**src/rtl/fwd_stream_ctrl.sv**
```systemverilog
// rtl/fwd_stream_ctrl.sv - forwarder-side sequencer: packet buffer reads to AXI-Stream
module fwd_stream_ctrl #(
  parameter int PACKET_BYTE_ADDR_WIDTH = 12,
  parameter int SNOOP_FWD_ADDR_WIDTH   = 9,
  localparam int DW = 2 ** (3 + PACKET_BYTE_ADDR_WIDTH - SNOOP_FWD_ADDR_WIDTH),
  localparam int LW = SNOOP_FWD_ADDR_WIDTH + 1
) (
  input  logic                            clk,
  input  logic                            rst,
  input  logic                            ready_for_forwarder,
  input  logic [LW-1:0]                   len_to_forwarder,
  output logic [SNOOP_FWD_ADDR_WIDTH-1:0] forwarder_rd_addr,
  output logic                            forwarder_rd_en,
  input  logic [DW-1:0]                   forwarder_rd_data,
  output logic                            forwarder_done,
  output logic [DW-1:0]                   m_axis_tdata,
  output logic                            m_axis_tvalid,
  input  logic                            m_axis_tready,
  output logic                            m_axis_tlast
);

  localparam logic [LW-1:0] MAX_LEN = LW'(2 ** SNOOP_FWD_ADDR_WIDTH);

  typedef enum logic [1:0] {IDLE, STREAM, DRAIN, DONE} state_t;

  state_t        state;
  logic [LW-1:0] len_q;
  logic [LW-1:0] rd_cnt;
  logic [LW-1:0] beat_cnt;
  logic [LW-1:0] len_m1;
  logic          done_q;

  // Two-entry output buffer fed by the 1-cycle-latency read port.
  logic [DW-1:0] fifo_mem [2];
  logic          head;
  logic          tail;
  logic [1:0]    occ;
  logic          rd_inflight;

  logic          pop;
  logic          issue;
  logic [2:0]    credit_sum;
  logic          last_read;
  logic          last_beat;

  assign len_m1     = len_q - LW'(1);
  assign pop        = m_axis_tvalid & m_axis_tready;
  // Entries held or already promised after this cycle's pop; a read may only
  // be issued while that leaves a free slot for its data next cycle.
  assign credit_sum = {1'b0, occ} + {2'b00, rd_inflight} - {2'b00, pop};
  assign issue      = !rst && (state == STREAM) && (credit_sum < 3'd2);
  assign last_read  = issue && (rd_cnt == len_m1);
  assign last_beat  = pop && (beat_cnt == len_m1);

  assign forwarder_rd_en   = issue;
  assign forwarder_rd_addr = rd_cnt[SNOOP_FWD_ADDR_WIDTH-1:0];
  assign forwarder_done    = done_q;
  assign m_axis_tvalid     = (occ != 2'd0);
  assign m_axis_tdata      = m_axis_tvalid ? fifo_mem[head] : '0;
  assign m_axis_tlast      = m_axis_tvalid && (beat_cnt == len_m1);

  // Packet sequencing FSM with read/beat counters and the done pulse.
  always_ff @(posedge clk) begin
    if (rst) begin
      state    <= IDLE;
      len_q    <= '0;
      rd_cnt   <= '0;
      beat_cnt <= '0;
      done_q   <= 1'b0;
    end else begin
      done_q <= 1'b0;
      case (state)
        IDLE: begin
          if (ready_for_forwarder) begin
            rd_cnt   <= '0;
            beat_cnt <= '0;
            len_q    <= (len_to_forwarder > MAX_LEN) ? MAX_LEN : len_to_forwarder;
            if (len_to_forwarder == '0) begin
              state  <= DONE;
              done_q <= 1'b1;
            end else begin
              state <= STREAM;
            end
          end
        end
        STREAM: begin
          if (issue) rd_cnt <= rd_cnt + LW'(1);
          if (pop) beat_cnt <= beat_cnt + LW'(1);
          if (last_read) state <= DRAIN;
        end
        DRAIN: begin
          if (pop) beat_cnt <= beat_cnt + LW'(1);
          if (last_beat) begin
            state  <= DONE;
            done_q <= 1'b1;
          end
        end
        DONE: state <= IDLE;
        default: state <= IDLE;
      endcase
    end
  end

  // Output buffer: capture read data the cycle after each read, release on handshake.
  always_ff @(posedge clk) begin
    if (rst) begin
      rd_inflight <= 1'b0;
      head        <= 1'b0;
      tail        <= 1'b0;
      occ         <= 2'd0;
      for (int i = 0; i < 2; i++) fifo_mem[i] <= '0;
    end else begin
      rd_inflight <= issue;
      if (rd_inflight) begin
        fifo_mem[tail] <= forwarder_rd_data;
        tail           <= ~tail;
      end
      if (pop) head <= ~head;
      occ <= occ + {1'b0, rd_inflight} - {1'b0, pop};
    end
  end

endmodule

```
**config.mk**
```make
export PLATFORM = sky130hd
export DESIGN_NAME = fwd_stream_ctrl
export DESIGN_NICKNAME = d
export VERILOG_FILES = /design/src/rtl/fwd_stream_ctrl.sv
export SDC_FILE = /design/constraint.sdc
export NUM_CORES = 1
export LEC_CHECK = 0
export CORE_MARGIN = 3
export CORE_UTILIZATION = 45
export CTS_CLUSTER_DIAMETER = 30
export DETAILED_ROUTE_END_ITERATION = 16
export GPL_TIMING_DRIVEN = 0
export PLACE_DENSITY = 0.71
export SYNTH_ARGS = -nofsm -noshare
export SYNTH_HDL_FRONTEND = slang
export SYNTH_SLANG_ARGS = --single-unit
export TNS_END_PERCENT = 30
```
**constraint.sdc**
```tcl
create_clock -name clk -period 10.2 [get_ports clk]
set_clock_uncertainty 0.05 [all_clocks]
set_input_delay 1.53 -clock clk [delete_from_list [all_inputs] [get_ports clk]]
set_output_delay 1.53 -clock clk [all_outputs]
set_load 0.02 [all_outputs]
```
==> results of run 1 <==
power by group:
part	internal, mW	switching [mW]
Combinational	0.359	0.481
Sequential	0.821	0.0328
Clock	0.393	0.278
Total	1.57	0.792
layer usage:
| metal | part of all wire, % | wire length, microns |
|---|---|---|
| met2 | 50 | 9120 |
| met5 | 0.071 | 13 |
| met3 | 5.4 | 985 |
| met4 | 2.4 | 437 |
| met1 | 42 | 7710 |
cells by family after synthesis:
| group | Yosys count |
|---|---|
| buf+inv | 61 |
| flops | 167 |
| fa+ha+maj | 9 |
| compound gates | 39 |
| xor+xnor | 46 |
| mux | 66 |
| simple gates | 306 |
per-stage QoR:
stage,area [sq um],setup WS [ns],std cells
floorplan,8010,4.64,694
global placement,9820,2.09,1072
detailed placement,9940,4.38,1076
CTS,10600,4.37,1108
global route,10600,4.24,1109
finish,10600,4.39,1109
how the worst max path moves through the flow:
| stage | to | slack, ns |
|---|---|---|
| CTS | forwarder_rd_en | 4.37 |
| global placement | fifo_mem[1][53] | 2.09 |
| global route | forwarder_rd_en | 4.24 |
| detailed placement | forwarder_rd_en | 4.38 |
| finish | forwarder_rd_en | 4.39 |
| floorplan | fifo_mem[1][0] | 4.64 |
sequential cells by signal, summed over array words and instances, names as in the netlist, named ones only:
signal	cells
beat_cnt	10
fifo_mem	128
occ	2
state	2
len_q	10
head	1
rd_inflight	1
forwarder_done	1
tail	1
rd_cnt	10
layout make-up:
type | count | share of cell area [%]
plain buffers | 46 | 2.04
clock buffers | 18 | 4.06
clock inverters | 14 | 1.76
inverters | 15 | 0.533
multi-input cells | 466 | 29.7
flip-flops and latches | 167 | 43.8
well taps | 225 | 2.66
repair buffers | 158 | 15.5
worst max-delay path, delay by kind of cell:
family / cells / cell delay, ns
adder cells (fa/ha/maj): 3 / 0.95
buffers and inverters: 4 / 1.24
AND/OR/NAND/NOR: 2 / 0.50
cells in the mapped netlist, drive strengths merged:
library cell    n  area share (%)
nand2b          3            0.23
and4            1            0.11
nor3b          11             1.1
clkbuf         27             1.3
and2          129              10
nand3           9            0.56
a31oi           1           0.078
a32o            1            0.12
nor2b           3            0.23
a2bb2oi         1            0.11
a41oi           1            0.11
dfxtp          39             9.7
nand4           6            0.47
xnor2          24             2.7
or3             4            0.31
a22oi           2            0.19
ha              8             1.2
a21o            1           0.094
edfxtp        128              48
o311a           1            0.12
nor2           99             4.7
xor2           22             2.4
nand2          19            0.89
a211o           1            0.11
nor3            7            0.50
buf            19             1.4
mux2i          66             8.2
nor4            5            0.62
a221o           1            0.12
and3            5            0.39
or4             1            0.14
nand3b          2            0.19
nand4b          2            0.41
o2111ai         1            0.11
inv            15            0.70
o21ai           7            0.44
a21oi          18             1.1
a211oi          1           0.094
a2111oi         1            0.19
o21a            1           0.094
fa              1            0.25
==> results.yml, run 1 <==
outcome:
  outcome: "complete, no violations"
placement:
  io_buffer_count: 153
  hpwl_mm: 13.1
  place_congestion: 0.876
cts:
  root_buffer: "clkbuf_16"
  cts_tree: "done"
  cts_sinks: 167
  htreeDepth: 4
  cts_setup_buffers: 0
  cts_hold_buffers: 0
  ctsResizeCount: 0
  insertion_delay_ns: 0.42
  cts_made_buffers: 17
  path_clk_slew_ns: 0.06
  cts_max_path_buffers: 2
timing:
  fmax_mhz: 172
  drv_slew: 0
  hold_viol: 0
  min_period_ns: 5.81
  whs_ns: 0.467
  finalSetupTns_ns: 0
  slew_headroom_pct: 46.2
  rsz0062_at_grt: "false"
  min_period_over_period_pct: 56.9
  finalSetupViolations: 0
  tightestPinTransition_ns: 0.802
drt:
  wirelength_mm: 18.3
  viasPerCell: 5.07
  wire_per_inst_microns: 16.5
  dr.pass1.iters: 4
  ant_nets: 0
  drc: 0
  drt-initial-drc-count: 286
  vias: 5625
power_and_ir_drop:
  powerDensity_nw_per_um2: 224
  finalPower_mw: 2.36
  irDropWorstVdd_v: 0.000131
  leakagePower_nw: 3.85
synthesis:
  yosys.area_share.adder_pct: 1.50
  yosysSeqAreaShare_pct: 57.7
  yosysWarnings: 0
  synthMuxAreaShare_pct: 8.25
  yosys.area_share.simple_pct: 20.9
  ys_types: 52
  syn_avg_cell_area_sq_um: 11.5
  syn_inst: 694
  syn-num-nets: 781
  synth_compound_gate_area_share_pct: 3.11
  synth_top_family_by_area: "simple AND/OR/NAND/NOR gates"
  synth_xor_xnor_area_share_pct: 5.12
  ys_seq_elements: 167
  synth_area_sq_um: 8010
floorplanning:
  start_util_pct: 46.2
  io-pin-count: 155
  die_x_microns: 139
  die_h_microns: 139
  core_sq_um: 17400
  rows: 48
  dieArea_sq_um: 19400
critical_path:
  cp.arrival_ns: 4.23
  crit_chain: "clkdlybuf4s50_1 > nand2_1 > inv_1 > ha_1 > inv_1 > ha_1 > fa_1 > nor4_2 > clkdlybuf4s50_1"
  ff2ff_path_depth: 13
  path_class: "input pin to output port"
  setup.worst_path.end_class: "output port"
  r2r_end: "rd_cnt[9]"
  critPathLaunch: "m_axis_tready"
  startpoint_type: "input pin"
  slowest_delay_ns: 0.69
  reg2reg_from: "occ[1]"
  r2r_slack_ns: 6.33
  crit_path_max_fanout: 3
  critPathRequiredTime_ns: 8.62
  crit_slowest_cell: "clkdlybuf4s50_1"
cells_and_area:
  syn_to_final_growth_pct: 31.9
  multi_input_area_sq_um: 3140
  diodes: 0
  final_common_cell: "clkdlybuf4s50_1"
  ff_latch_area_sq_um: 4620
  fill_cells: 1364
  final_util_pct: 60.9
  final_cell_mix: "clkdlybuf4s50_1, and2_1, edfxtp_1, nor2_1, mux2i_1"
  nets: 958
  drive_gt1_share_pct: 6.90
min_path:
  whs_endpoint: "tail"
  worstHoldStart: "rd_inflight"
  min_path_cells: 2
  hold_class: "flop to flop"
grt:
  grtUsageMet3_pct: 3.71
  overflow: 0
  grt_pass1_vias: 5790
  grt.total_usage_pct: 18.8
  grt_pass1_wl_mm: 29.1
  busiest_layer: "met2"
  grt_max_degree: 29
  grt_use_met2_pct: 32.2
  gr-usage-met1_pct: 23.5
  antenna_found_initial: 1
flow_run:
  maxCapViolations: 0
No activity file was read; power rests on OpenSTA's default activity.
==> run 2: changes to the inputs <==
--- a/config.mk
+++ b/config.mk
@@ -10,7 +10,7 @@
 export CTS_CLUSTER_DIAMETER = 30
 export DETAILED_ROUTE_END_ITERATION = 16
 export GPL_TIMING_DRIVEN = 0
-export PLACE_DENSITY = 0.71
+export PLACE_DENSITY = 0.74
 export SYNTH_ARGS = -nofsm -noshare
 export SYNTH_HDL_FRONTEND = slang
 export SYNTH_SLANG_ARGS = --single-unit
==> constraint.sdc (replaced) <==
create_clock -name clk -period 4.7 [get_ports clk]
set_clock_uncertainty 0.05 [all_clocks]
set_input_delay 0.705 -clock clk [delete_from_list [all_inputs] [get_ports clk]]
set_output_delay 0.705 -clock clk [all_outputs]
set_load 0.02 [all_outputs]
==> run 2 against run 1 <==
- worst setup slack got worse by 3.9 ns
- largest cell class unchanged
- clock-buffer cell count did not move
- non-clock buffer count is 1 lower
- global-route usage is 0.37 points lower
- final area shrank 0.64%
- final cell count is the same
- register-to-register slack worse by 5.4 ns
- via count down 1.5%
==> results.yml, run 2 (synthesized netlist as in run 1, its figures left out) <==
grt:
  overflow: 0
  grt_pass1_vias: 5586
  grt.total_usage_pct: 18.5
  grt_pass1_wl_mm: 28.6
  antenna_found_initial: 1
  grt_max_degree: 29
timing:
  min_period_ns: 4.17
  finalSetupViolations: 0
  whs_ns: 0.457
  hold_viol: 0
  tightestPinTransition_ns: 1.29
  fmax_mhz: 240
  slew_headroom_pct: 13.3
  min_period_over_period_pct: 88.8
  rsz0062_at_grt: "false"
  finalSetupTns_ns: 0
  drv_slew: 0
  setup_ws_ns: 0.527
floorplanning:
  rows: 48
  dieArea_sq_um: 19400
  start_util_pct: 46.2
  io-pin-count: 155
  die_x_microns: 139
  die_h_microns: 139
  core_sq_um: 17400
critical_path:
  startpoint_type: "flop"
  critPathRequiredTime_ns: 3.94
  crit_path_max_fanout: 8
  cp.arrival_ns: 3.42
  setup.worst_path.end_class: "output port"
  r2r_slack_ns: 0.89
  crit_family: "buffers and inverters"
  crit_chain: "buf_6 > inv_1 > ha_1 > nor3b_1 > xnor2_1 > o2111ai_1 > a2111oi_2 > nand4_1 > nor2_1 > clkdlybuf4s50_1"
  critPathBufInv: 3
  cp.depth: 10
  ff2ff_path_depth: 13
  crit_slowest_cell: "clkdlybuf4s50_1"
  slowest_delay_ns: 0.63
  r2r_end: "rd_cnt[9]"
  path_class: "flop to output port"
  reg2reg_from: "occ[1]"
cells_and_area:
  fill_cells: 1437
  stdcell_count: 1109
  top_register: "fifo_mem"
  drive_gt1_share_pct: 6.68
  largest_register_ffs: 128
  syn_to_final_growth_pct: 31.1
  nets: 957
  fin_area_sq_um: 10500
  final_cell_mix: "clkdlybuf4s50_1, and2_1, edfxtp_1, nor2_1, mux2i_1"
  final_util_pct: 60.5
  final_common_cell: "clkdlybuf4s50_1"
power_and_ir_drop:
  finalPower_mw: 5.00
  clkPwrFrac_pct: 26.8
  power_switching_mw: 1.70
  leakagePower_nw: 3.82
  p_int_mw: 3.30
  seq_power_share_pct: 37.0
  powerDensity_nw_per_um2: 476
  irDropWorstVdd_v: 0.000262
  p_comb_share_pct: 36.2
  netSwitchingFraction_pct: 34.0
cts:
  root_buffer: "clkbuf_16"
  cts_max_path_buffers: 2
  insertion_delay_ns: 0.42
  cts_hold_buffers: 0
  ctsResizeCount: 0
  htreeDepth: 4
  cts_sinks: 167
  cts_tree: "done"
  path_clk_slew_ns: 0.07
  cts_made_buffers: 17
  cts_setup_buffers: 0
drt:
  vias: 5539
  wire_per_inst_microns: 15.8
  drc: 0
  viasPerCell: 4.99
  wirelength_mm: 17.5
  ant_nets: 0
  drt-initial-drc-count: 281
  dr.pass1.iters: 4
placement:
  place_ws_ns: 0.428
  place_area_sq_um: 9930
  hpwl_mm: 12.5
  io_buffer_count: 153
  place_congestion: 0.884
  place_inst: 1076
min_path:
  whs_endpoint: "rd_cnt[9]"
  min_path_cells: 2
  worstHoldStart: "rd_cnt[9]"
  hold_class: "flop to flop"
flow_run:
  maxCapViolations: 0
outcome:
  outcome: "complete, no violations"
==> run 2: worst max path at each step <==
stage | startpoint | endpoint | slack, ns
4_1_cts | len_q[0] | m_axis_tlast | 0.47
5_1_grt | len_q[0] | m_axis_tlast | 0.28
3_3_place_gp | rd_inflight | fifo_mem[0][41] | -3.49
2_1_floorplan | rd_inflight | fifo_mem[0][0] | -0.85
3_5_place_dp | m_axis_tready | rd_cnt[9] | 0.43
6_report | len_q[0] | m_axis_tlast | 0.53
==> run 2: worst reg2reg max path, stage by stage, from the launching register on <==
cell and delay (ns):
dfxtp_1 0.33, nor2_1 0.21, inv_2 0.09, nand2_1 0.12, inv_1 0.10, ha_1 0.28, inv_1 0.03, ha_1 0.18
fa_1 0.49, nor4_2 0.37, a2bb2oi_1 0.54, nand4_1 0.36, or3_1 0.43, a21oi_1 0.14
==> run 2: metal layers <==
layer	vias to the layer above	wire length (microns)	track usage, %
met5	-	0	0
met4	0	319	5.51
met3	19	899	4.33
met2	150	8780	31.4
met1	2639	7500	23.6
li1	2731	-	-
==> run 2: cell type report <==
cell class / count / area (sq um) / share of cell area (%)
diodes: 1 / 2.50 / 0.0238
plain buffers: 46 / 215 / 2.05
clock buffers: 18 / 429 / 4.09
clock inverters: 14 / 144 / 1.37
inverters: 15 / 56.3 / 0.536
multi-input cells: 466 / 3140 / 29.9
flip-flops and latches: 167 / 4620 / 44.0
well taps: 225 / 282 / 2.68
repair buffers: 157 / 1610 / 15.3
==> run 2: power groups by stage <==
stage | clock (mW) | combinational, mW | sequential [mW]
global route | 1.42 | 1.97 | 1.87
floorplan | 0 | 1.11 | 1.88
CTS | 1.36 | 1.83 | 1.85
finish | 1.34 | 1.81 | 1.85
global placement | 0 | 1.78 | 1.91
detailed placement | 0 | 1.82 | 1.88
